--- src/rtl/uart_pattern_responder_pkg.sv ---
// Shared types and helpers for the command matcher / reply generator.
package uart_pattern_responder_pkg;

    localparam int unsigned BYTE_W = 8;
    localparam int unsigned DROP_W = 8;

    typedef enum logic {
        StIdle,
        StSend
    } state_e;

    // ASCII a..z to A..Z; every other byte passes through unchanged.
    function automatic logic [BYTE_W-1:0] fold_upper(input logic [BYTE_W-1:0] b);
        if (b >= 8'h61 && b <= 8'h7a) begin
            return {b[7:6], 1'b0, b[4:0]};
        end
        return b;
    endfunction

endpackage

--- src/rtl/uart_pattern_responder_if.sv ---
// Receive strobe and transmit valid/ready handshake between the UART and the responder.
interface uart_pattern_responder_if;
    import uart_pattern_responder_pkg::*;

    logic [BYTE_W-1:0] rx_data;
    logic              rx_valid;
    logic [BYTE_W-1:0] tx_data;
    logic              tx_valid;
    logic              tx_ready;

    modport master (
        output rx_data, rx_valid, tx_ready,
        input  tx_data, tx_valid
    );

    modport slave (
        input  rx_data, rx_valid, tx_ready,
        output tx_data, tx_valid
    );
endinterface

--- src/rtl/uart_byte_window.sv ---
// Sliding window over the last CMD_LEN received bytes with fill tracking and idle timeout.
// window_o / full_o show the contents the window takes at the next edge.
module uart_byte_window
    import uart_pattern_responder_pkg::*;
#(
    parameter int unsigned CMD_LEN        = 5,
    parameter int unsigned TIMEOUT_CYCLES = 0
) (
    input  logic                      clk,
    input  logic                      rst,
    input  logic [BYTE_W-1:0]         byte_i,
    input  logic                      valid_i,
    output logic [BYTE_W*CMD_LEN-1:0] window_o,
    output logic                      full_o
);

    localparam int unsigned WIN_W  = BYTE_W * CMD_LEN;
    localparam int unsigned FILL_W = $clog2(CMD_LEN + 1);

    logic [WIN_W-1:0]  window_q, window_d;
    logic [FILL_W-1:0] fill_q, fill_d;
    logic [WIN_W-1:0]  shifted;
    logic              expire;

    if (CMD_LEN > 1) begin : g_shift
        assign shifted = {window_q[WIN_W-BYTE_W-1:0], byte_i};
    end else begin : g_single
        assign shifted = byte_i;
    end

    if (TIMEOUT_CYCLES > 0) begin : g_timeout
        localparam int unsigned IDLE_W = $clog2(TIMEOUT_CYCLES + 1);
        logic [IDLE_W-1:0] idle_q, idle_d;

        // Counter parks at TIMEOUT_CYCLES so the clear fires once per idle period.
        always_comb begin
            idle_d = idle_q;
            expire = 1'b0;
            if (valid_i) begin
                idle_d = '0;
            end else if (idle_q != IDLE_W'(TIMEOUT_CYCLES)) begin
                idle_d = idle_q + IDLE_W'(1);
                expire = (idle_d == IDLE_W'(TIMEOUT_CYCLES));
            end
        end

        always_ff @(posedge clk or posedge rst) begin
            if (rst) begin
                idle_q <= '0;
            end else begin
                idle_q <= idle_d;
            end
        end
    end else begin : g_no_timeout
        assign expire = 1'b0;
    end

    // A byte arriving on the expiry cycle takes priority over the clear.
    always_comb begin
        window_d = window_q;
        fill_d   = fill_q;
        if (valid_i) begin
            window_d = shifted;
            if (fill_q != FILL_W'(CMD_LEN)) begin
                fill_d = fill_q + FILL_W'(1);
            end
        end else if (expire) begin
            window_d = '0;
            fill_d   = '0;
        end
    end

    always_ff @(posedge clk or posedge rst) begin
        if (rst) begin
            window_q <= '0;
            fill_q   <= '0;
        end else begin
            window_q <= window_d;
            fill_q   <= fill_d;
        end
    end

    assign window_o = window_d;
    assign full_o   = (fill_d == FILL_W'(CMD_LEN));

endmodule

--- src/rtl/uart_pattern_responder.sv ---
// Matches CMD in the received byte stream and streams RSP to the transmitter.
// Define PATTERN_CASE_FOLD_EN to fold received lower-case letters before matching.
module uart_pattern_responder
    import uart_pattern_responder_pkg::*;
#(
    parameter int unsigned          CMD_LEN        = 5,
    parameter int unsigned          RSP_LEN        = 4,
    parameter logic [8*CMD_LEN-1:0] CMD            = "MARCO",
    parameter logic [8*RSP_LEN-1:0] RSP            = "POLO",
    parameter int unsigned          TIMEOUT_CYCLES = 0
) (
    input  logic                   clk,
    input  logic                   rst,
    uart_pattern_responder_if.slave bus,
    output logic                   match,
    output logic                   busy,
    output logic [DROP_W-1:0]      drop_count
);

    localparam int unsigned      IDX_W    = (RSP_LEN > 1) ? $clog2(RSP_LEN) : 1;
    localparam logic [IDX_W-1:0] LAST_IDX = IDX_W'(RSP_LEN - 1);

    logic [BYTE_W-1:0]         rx_byte;
    logic [BYTE_W*CMD_LEN-1:0] window;
    logic                      full;
    logic                      hs;
    logic                      last_hs;
    logic [BYTE_W-1:0]         rsp_byte;

    state_e              state_q, state_d;
    logic [IDX_W-1:0]    idx_q, idx_d;
    logic                pending_q, pending_d;
    logic [DROP_W-1:0]   drop_q, drop_d;
    logic                match_q, match_d;

`ifdef PATTERN_CASE_FOLD_EN
    assign rx_byte = fold_upper(bus.rx_data);
`else
    assign rx_byte = bus.rx_data;
`endif

    uart_byte_window #(
        .CMD_LEN        (CMD_LEN),
        .TIMEOUT_CYCLES (TIMEOUT_CYCLES)
    ) u_window (
        .clk      (clk),
        .rst      (rst),
        .byte_i   (rx_byte),
        .valid_i  (bus.rx_valid),
        .window_o (window),
        .full_o   (full)
    );

    // Compare against the post-shift window so SEND starts the cycle after the last byte.
    assign match_d = bus.rx_valid && full && (window == CMD);
    assign hs      = (state_q == StSend) && bus.tx_ready;
    assign last_hs = hs && (idx_q == LAST_IDX);

    always_ff @(posedge clk or posedge rst) begin
        if (rst) begin
            state_q   <= StIdle;
            idx_q     <= '0;
            pending_q <= 1'b0;
            drop_q    <= '0;
            match_q   <= 1'b0;
        end else begin
            state_q   <= state_d;
            idx_q     <= idx_d;
            pending_q <= pending_d;
            drop_q    <= drop_d;
            match_q   <= match_d;
        end
    end

    always_comb begin
        state_d   = state_q;
        idx_d     = idx_q;
        pending_d = pending_q;
        drop_d    = drop_q;
        unique case (state_q)
            StIdle: begin
                if (match_d) begin
                    state_d = StSend;
                    idx_d   = '0;
                end
            end
            StSend: begin
                if (last_hs) begin
                    // The finishing reply frees its slot, so a coincident match is never dropped.
                    idx_d     = '0;
                    state_d   = (pending_q || match_d) ? StSend : StIdle;
                    pending_d = pending_q && match_d;
                end else begin
                    if (hs) begin
                        idx_d = idx_q + IDX_W'(1);
                    end
                    if (match_d) begin
                        if (!pending_q) begin
                            pending_d = 1'b1;
                        end else if (drop_q != '1) begin
                            drop_d = drop_q + DROP_W'(1);
                        end
                    end
                end
            end
        endcase
    end

    always_comb begin
        rsp_byte = '0;
        for (int unsigned i = 0; i < RSP_LEN; i++) begin
            if (idx_q == IDX_W'(i)) begin
                rsp_byte = RSP[BYTE_W*(RSP_LEN-1-i) +: BYTE_W];
            end
        end
    end

    always_comb begin
        bus.tx_valid = (state_q == StSend);
        bus.tx_data  = (state_q == StSend) ? rsp_byte : '0;
        busy         = (state_q == StSend) || pending_q;
        match        = match_q;
        drop_count   = drop_q;
    end

endmodule

--- src/flat_wrapper.sv ---
// flat-port wrapper written by rule: the top's interface ports become plain ports
module uart_pattern_responder_flat import uart_pattern_responder_pkg::*;
#(
    parameter int unsigned          CMD_LEN        = 5,
    parameter int unsigned          RSP_LEN        = 4,
    parameter logic [8*CMD_LEN-1:0] CMD            = "     ",
    parameter logic [8*RSP_LEN-1:0] RSP            = "    ",
    parameter int unsigned          TIMEOUT_CYCLES = 0
)
  (clk, rst, match, busy, drop_count, bus_rx_data, bus_rx_valid, bus_tx_ready, bus_tx_data, bus_tx_valid);
  uart_pattern_responder_if bus_i ();
  input  logic clk;
  input  logic rst;
  output logic match;
  output logic busy;
  output logic [DROP_W-1:0] drop_count;
  input wire logic [$bits(bus_i.rx_data)-1:0] bus_rx_data;
  input wire logic [$bits(bus_i.rx_valid)-1:0] bus_rx_valid;
  input wire logic [$bits(bus_i.tx_ready)-1:0] bus_tx_ready;
  output wire logic [$bits(bus_i.tx_data)-1:0] bus_tx_data;
  output wire logic [$bits(bus_i.tx_valid)-1:0] bus_tx_valid;
  assign bus_i.rx_data = bus_rx_data;
  assign bus_i.rx_valid = bus_rx_valid;
  assign bus_i.tx_ready = bus_tx_ready;
  assign bus_tx_data = bus_i.tx_data;
  assign bus_tx_valid = bus_i.tx_valid;
  uart_pattern_responder #(.CMD_LEN(CMD_LEN), .RSP_LEN(RSP_LEN), .CMD(CMD), .RSP(RSP), .TIMEOUT_CYCLES(TIMEOUT_CYCLES)) u_core (.clk(clk), .rst(rst), .bus(bus_i), .match(match), .busy(busy), .drop_count(drop_count));
endmodule
--- config.mk ---
export PLATFORM = sky130hd
export DESIGN_NAME = uart_pattern_responder_flat
export DESIGN_NICKNAME = d
export VERILOG_FILES = /design/src/rtl/uart_pattern_responder_pkg.sv /design/src/rtl/uart_pattern_responder_if.sv /design/src/rtl/uart_byte_window.sv /design/src/rtl/uart_pattern_responder.sv /design/src/flat_wrapper.sv
export SDC_FILE = /design/constraint.sdc
export NUM_CORES = 1
export LEC_CHECK = 0
export CORE_ASPECT_RATIO = 2
export CORE_MARGIN = 1.5
export CORE_UTILIZATION = 41
export CTS_CLUSTER_SIZE = 20
export DETAILED_ROUTE_END_ITERATION = 6
export PLACE_DENSITY_LB_ADDON = 0.3
export SYNTH_ARGS = -nofsm -noshare
export SYNTH_HDL_FRONTEND = slang
export SYNTH_SLANG_ARGS = --single-unit
--- constraint.sdc ---
create_clock -name clk -period 3.6 [get_ports clk]
set_clock_uncertainty 0.15 [all_clocks]
set_input_delay 0.9 -clock clk [delete_from_list [all_inputs] [get_ports clk]]
set_output_delay 0.9 -clock clk [all_outputs]
set_load 0.01 [all_outputs]
; Word-level counts from Yosys, hierarchy flattened
; Index checks and enable logic that the tools add are counted.
[op_classes]
reduce_logical = 12
n_mux = 18
bitwise_logic = 2
eq_ne = 9
add_sub_neg = 3
[op_table]
columns = op, n
row1 = equality test 40 x 38 -> 1 bit (second input constant), 1
row2 = two-way mux 40 bit, 1
row3 = two-way mux 8 bit, 4
row4 = adder 8 x 1 -> 8 bit (second input constant), 1
row5 = inequality test 8 bit (second input constant), 1
row6 = two-way mux 2 bit, 3
row7 = two-way mux 3 bit, 2
row8 = two-way mux 6 bit, 1
row9 = logical AND 1 bit, 5
row10 = two-way mux 1 bit, 5
row11 = AND reduction 5 bit, 1
row12 = equality test 2 bit (second input constant), 2
row13 = case mux 2 bit (2 select lines), 1
row14 = AND reduction 2 bit, 2
row15 = adder 3 x 1 -> 3 bit (second input constant), 1
row16 = equality test 3 bit (second input constant), 1
row17 = inequality test 3 x 1 -> 1 bit (second input constant), 1
row18 = inequality test 3 bit (second input constant), 1
row19 = adder 2 x 1 -> 2 bit (second input constant), 1
row20 = equality test 2 x 1 -> 1 bit (second input constant), 1
row21 = zero test 2 bit, 1
row22 = logical OR 1 bit, 2
row23 = inequality test 2 x 1 -> 1 bit (second input constant), 1
row24 = inverter 1 bit, 2
row25 = other kinds (2), 2
[totals]
out_inout_bits = 19
in_bits = 12
elab_cells = 51
ff_bits = 56

; Depth between registers and ports, before layout
[depth]
ltp_word = 10
depth_mapped = 8
depth_no_buf = 8

; Modules after synthesis
; From an unflattened synthesis, not the netlist that was laid out.
[hier_totals]
cells_unflattened = 184
area_unflattened_um2 = 2493.6
[modules_own_cells]
columns = module, cells_per_inst, instances, area_per_inst_um2
row1 = uart_byte_window, 103, 1, 1679.1
row2 = uart_pattern_responder, 81, 1, 814.5

; Worst setup path before layout
; OpenSTA, ideal clock, no wires.
[synth_path]
path_type = input-to-reg
start = input port bus_rx_valid
end = register u_core.drop_q[1] (netlist: u_core.drop_count[1])
t_arrival_ns = 2.598
slack_ns = 0.724
stages = 7
n_path_buf = 1
path_cell_list = buf_6 -> mux2_4 -> or3_1 -> a221oi_2 -> nand4_4 -> nor2_1 -> mux2_1
[synth_lines]
columns = element, line_no
row1 = start: declaration, flat_wrapper.sv:18  ; input wire logic [$bits(bus_i.rx_valid)-1:0] bus_rx_valid;
row2 = two-way mux 40 bit, uart_byte_window.sv:62  ; if (valid_i) begin
row3 = named net u_core.u_window.window_o[16], uart_byte_window.sv:13  ; output logic [BYTE_W*CMD_LEN-1:0] window_o,
row4 = equality test 40 x 38 -> 1 bit, uart_pattern_responder.sv:55  ; assign match_d = bus.rx_valid && full && (window == CMD);
row5 = logical AND 1 bit, uart_pattern_responder.sv:55
row6 = AND reduction 5 bit (no line), --
row7 = end signal: assignment, uart_pattern_responder.sv:70  ; drop_q <= drop_d;
row8 = end: declaration, uart_pattern_responder.sv:33  ; logic [DROP_W-1:0] drop_q, drop_d;
; The timed path passes the listed nets, and every way through them passes these cells.
; A chain may end at the register's enable or synchronous reset.

; Worst setup path after layout
[layout_path]
start = input port bus_rx_data[6]
end = register u_core.drop_q[6] (netlist: u_core.drop_count[6])
[layout_via]
elab_chain_len = 4
[layout_rtl]
columns = element, line_no
row1 = start: declaration, flat_wrapper.sv:17  ; input wire logic [$bits(bus_i.rx_data)-1:0] bus_rx_data;
row2 = two-way mux 40 bit, uart_byte_window.sv:62
row3 = equality test 40 x 38 -> 1 bit, uart_pattern_responder.sv:55
row4 = logical AND 1 bit, uart_pattern_responder.sv:55
row5 = AND reduction 5 bit (no line), --
; No other way between the ends.

==> results.json <==
{
  "wl_per_cell_um": 16.1,
  "synth-seq-cells": 55,
  "cap_violations": 0,
  "fin_nets": 255,
  "yosysTopAreaCellShare_pct": 53.3,
  "die_h_um": 115,
  "layout_worst_path_cycle_share_pct": 82.5,
  "cp.arrival_ns": 3.04,
  "fin_hold_ws_ns": 0.336,
  "synth_edf_count": 0,
  "wl_um": 5200,
  "critPathRequiredTime_ns": 3.67,
  "post-place-ws_ns": 0.321,
  "netlist_area_um2": 2580,
  "yosys_warnings": 0,
  "slew-limit-headroom_pct": 51.7,
  "yosysTopAreaCell": "dfrtp_1",
  "core_area_um2": 6060,
  "viasPerCell": 5.28,
  "row_count": 40,
  "r2r-end": "u_core.drop_count[6]",
  "timing.critical_path.to": "u_core.drop_count[6]",
  "yosysSeqAreaShare_pct": 53.3,
  "internal-power_w": 0.00110,
  "slew_viol_final": 0,
  "min_period_ns": 2.97,
  "cts_buffers": 5,
  "cts_resized": 0,
  "yosysUniqueCellTypes": 44,
  "cts_tree": "yes",
  "finalHoldViolCount": 0,
  "path_max_fanout": 5,
  "async_reset_ff_share_pct": 100,
  "reg2reg_from": "u_core.u_window.window_q[6]",
  "pwr-share-clk_pct": 30.9,
  "worstSetupPathType": "primary input to register",
  "area_growth_pct": 18.7,
  "clockBufferDepth": 2,
  "ys_top_cells_by_count": "dfrtp_1 (55), mux2_2 (36), nand2_1 (14), nor4_1 (9), xor2_1 (8)",
  "cts-hold-fix-buffers": 0,
  "grt_pass1_vias": 1745,
  "place.gp.congestion": 0.790,
  "synth_area_leaders": "dfrtp_1 (53%), mux2_2 (16%), xor2_1 (2.7%), nor4_1 (2.2%), buf_4 (2.0%)",
  "cp-end-kind": "register",
  "firstDrtPassIters": 4,
  "numClockSinks": 55,
  "cts_setup_buffers": 0,
  "fmax_mhz": 337,
  "stdcell_count": 324,
  "yosysMostFrequentCell": "dfrtp_1",
  "dpl.hpwl_um": 3940,
  "p_per_area_nw_per_um2": 497,
  "dpl.cell_count": 316,
  "initial_utilization_pct": 42.6,
  "routed-via-count": 1710,
  "finalSetupViolCount": 0,
  "fin_ws_ns": 0.629,
  "post_route_cells_drive_above_1_share_pct": 25.4,
  "avgSynthCellArea_um2": 12.4,
  "crit_start": "bus_rx_data[6]",
  "track_usage_pct": 17.2,
  "first_iter_violations": 57,
  "cts_root_buffer": "clkbuf_16",
  "worstRegToRegCells": 6,
  "antenna_found_initial": 0,
  "p_comb_share_pct": 15.3,
  "postSynthCellCount": 208,
  "switching_share_pct": 27.4,
  "grt.overflow.total": 0,
  "dieWidth_um": 59.1,
  "synth-main-ff-cell": "dfrtp_1",
  "port_buffers": 23,
  "die_area_um2": 6810,
  "grt_max_degree": 24,
  "rsz0062_at_grt": "no",
  "boundaryPins": 31,
  "p_switching_w": 0.000417,
  "cp-start-kind": "primary input",
  "leakage_nw": 1.34,
  "irDropWorstVdd_v": 0.000381,
  "drcViolationCount": 0,
  "seqPwrFrac_pct": 53.8,
  "n_antenna_cell": 0,
  "htreeDepth": 2,
  "worst_slew_pin_slew_ns": 0.724,
  "finalSetupTns_ns": 0,
  "status": "complete, no violations",
  "clkTransAtPathRegs_ns": 0.07,
  "grt_pass1_wl_um": 8630,
  "drtAntennaViolNets": 0,
  "rrSetupSlack_ns": 1.13,
  "insertion_delay_ns": 0.29,
  "worstHoldPathType": "register to register"
}
==> cells by family (layout without fill, tap and decap cells) <==
kind of cell | count (synthesis) | in the layout | synth area share [%]
adders and majority gates | 4 | 4 | 1.94
other | 1 | 7 | 0.145
xor gates and xnor gates | 8 | 8 | 2.71
muxes | 41 | 41 | 17.9
AOI/OAI and AO/OA | 15 | 15 | 4.46
and+or+nand+nor | 65 | 65 | 15.5
buffers and inverters | 19 | 45 | 4.12
DFF | 55 | 55 | 53.3
==> metrics by stage <==
step                total power, W  cell area (um^2)  utilization, %
floorplan                 0.000975              2610               -
global placement           0.00105              2920            48.3
detailed placement         0.00106              2920            48.3
CTS                        0.00153              3070            50.6
global route               0.00160              3070            50.6
finish                     0.00152              3070            50.6
==> sequential cells by signal, summed over array words and instances (netlist names) <==
signal and flops:
u_core.u_window.window_q 39, u_core.drop_count 8, u_core.u_window.fill_q 3, u_core.idx_q 2
u_core.bus.tx_valid 1, u_core.match 1, u_core.pending_q 1
==> cell usage in the layout (no fill, tap or decap), drive strengths merged, types with 3 or more instances in the layout <==
| cell | count |
|---|---|
| a21oi | 4 |
| buf | 9 |
| clkbuf | 6 |
| clkdlybuf4s50 | 22 |
| conb | 7 |
| dfrtp | 55 |
| ha | 4 |
| inv | 6 |
| mux2 | 38 |
| mux2i | 3 |
| nand2 | 14 |
| nand2b | 3 |
| nand3 | 7 |
| nand4 | 3 |
| nor2 | 6 |
| nor3 | 6 |
| nor4 | 10 |
| nor4b | 5 |
| o21ai | 3 |
| xor2 | 8 |
==> power groups by stage <==
stage          sequential [W]  clock [W]  combinational [W]
2_1_floorplan        0.000788          0           0.000187
3_3_place_gp         0.000826          0           0.000226
5_1_grt              0.000831   0.000506           0.000260
6_report             0.000819   0.000471           0.000232
3_5_place_dp         0.000828          0           0.000235
4_1_cts              0.000817   0.000482           0.000236
==> cell type report <==
cell class	count	area, um^2
clock buffer	6	129
sequential	55	1380
inverter	6	22.5
tap	84	105
fill	553	2990
multi-input combinational	140	1120
timing repair buffer	31	298
clock inverter	2	12.5
==> routing by layer <==
metal | track usage, % | part of all wire (%)
met2 | 30.9 | 57
met4 | 7.88 | 2.6
met3 | 3.60 | 2.6
met1 | 18.7 | 38
met5 | 0 | 0
==> worst max-delay path, stage by stage <==
cell and delay, ns:
clkdlybuf4s50_1 0.41, or4_4 0.57, a221oi_2 0.37, nand4_4 0.17, buf_4 0.18, nor4_4 0.27, xor2_1 0.16
==> worst min path at each step <==
stage	from	to	slack (ns)	cells after the start
global placement	u_core.u_window.window_q[37]	u_core.u_window.window_q[37]	0.31	2
global route	u_core.u_window.window_q[37]	u_core.u_window.window_q[37]	0.36	2
floorplan	u_core.u_window.window_q[37]	u_core.u_window.window_q[37]	0.29	2
CTS	u_core.u_window.window_q[37]	u_core.u_window.window_q[37]	0.34	2
detailed placement	u_core.u_window.window_q[37]	u_core.u_window.window_q[37]	0.32	2
finish	u_core.u_window.window_q[37]	u_core.u_window.window_q[37]	0.34	2
Power figures use the tool's default switching activity.
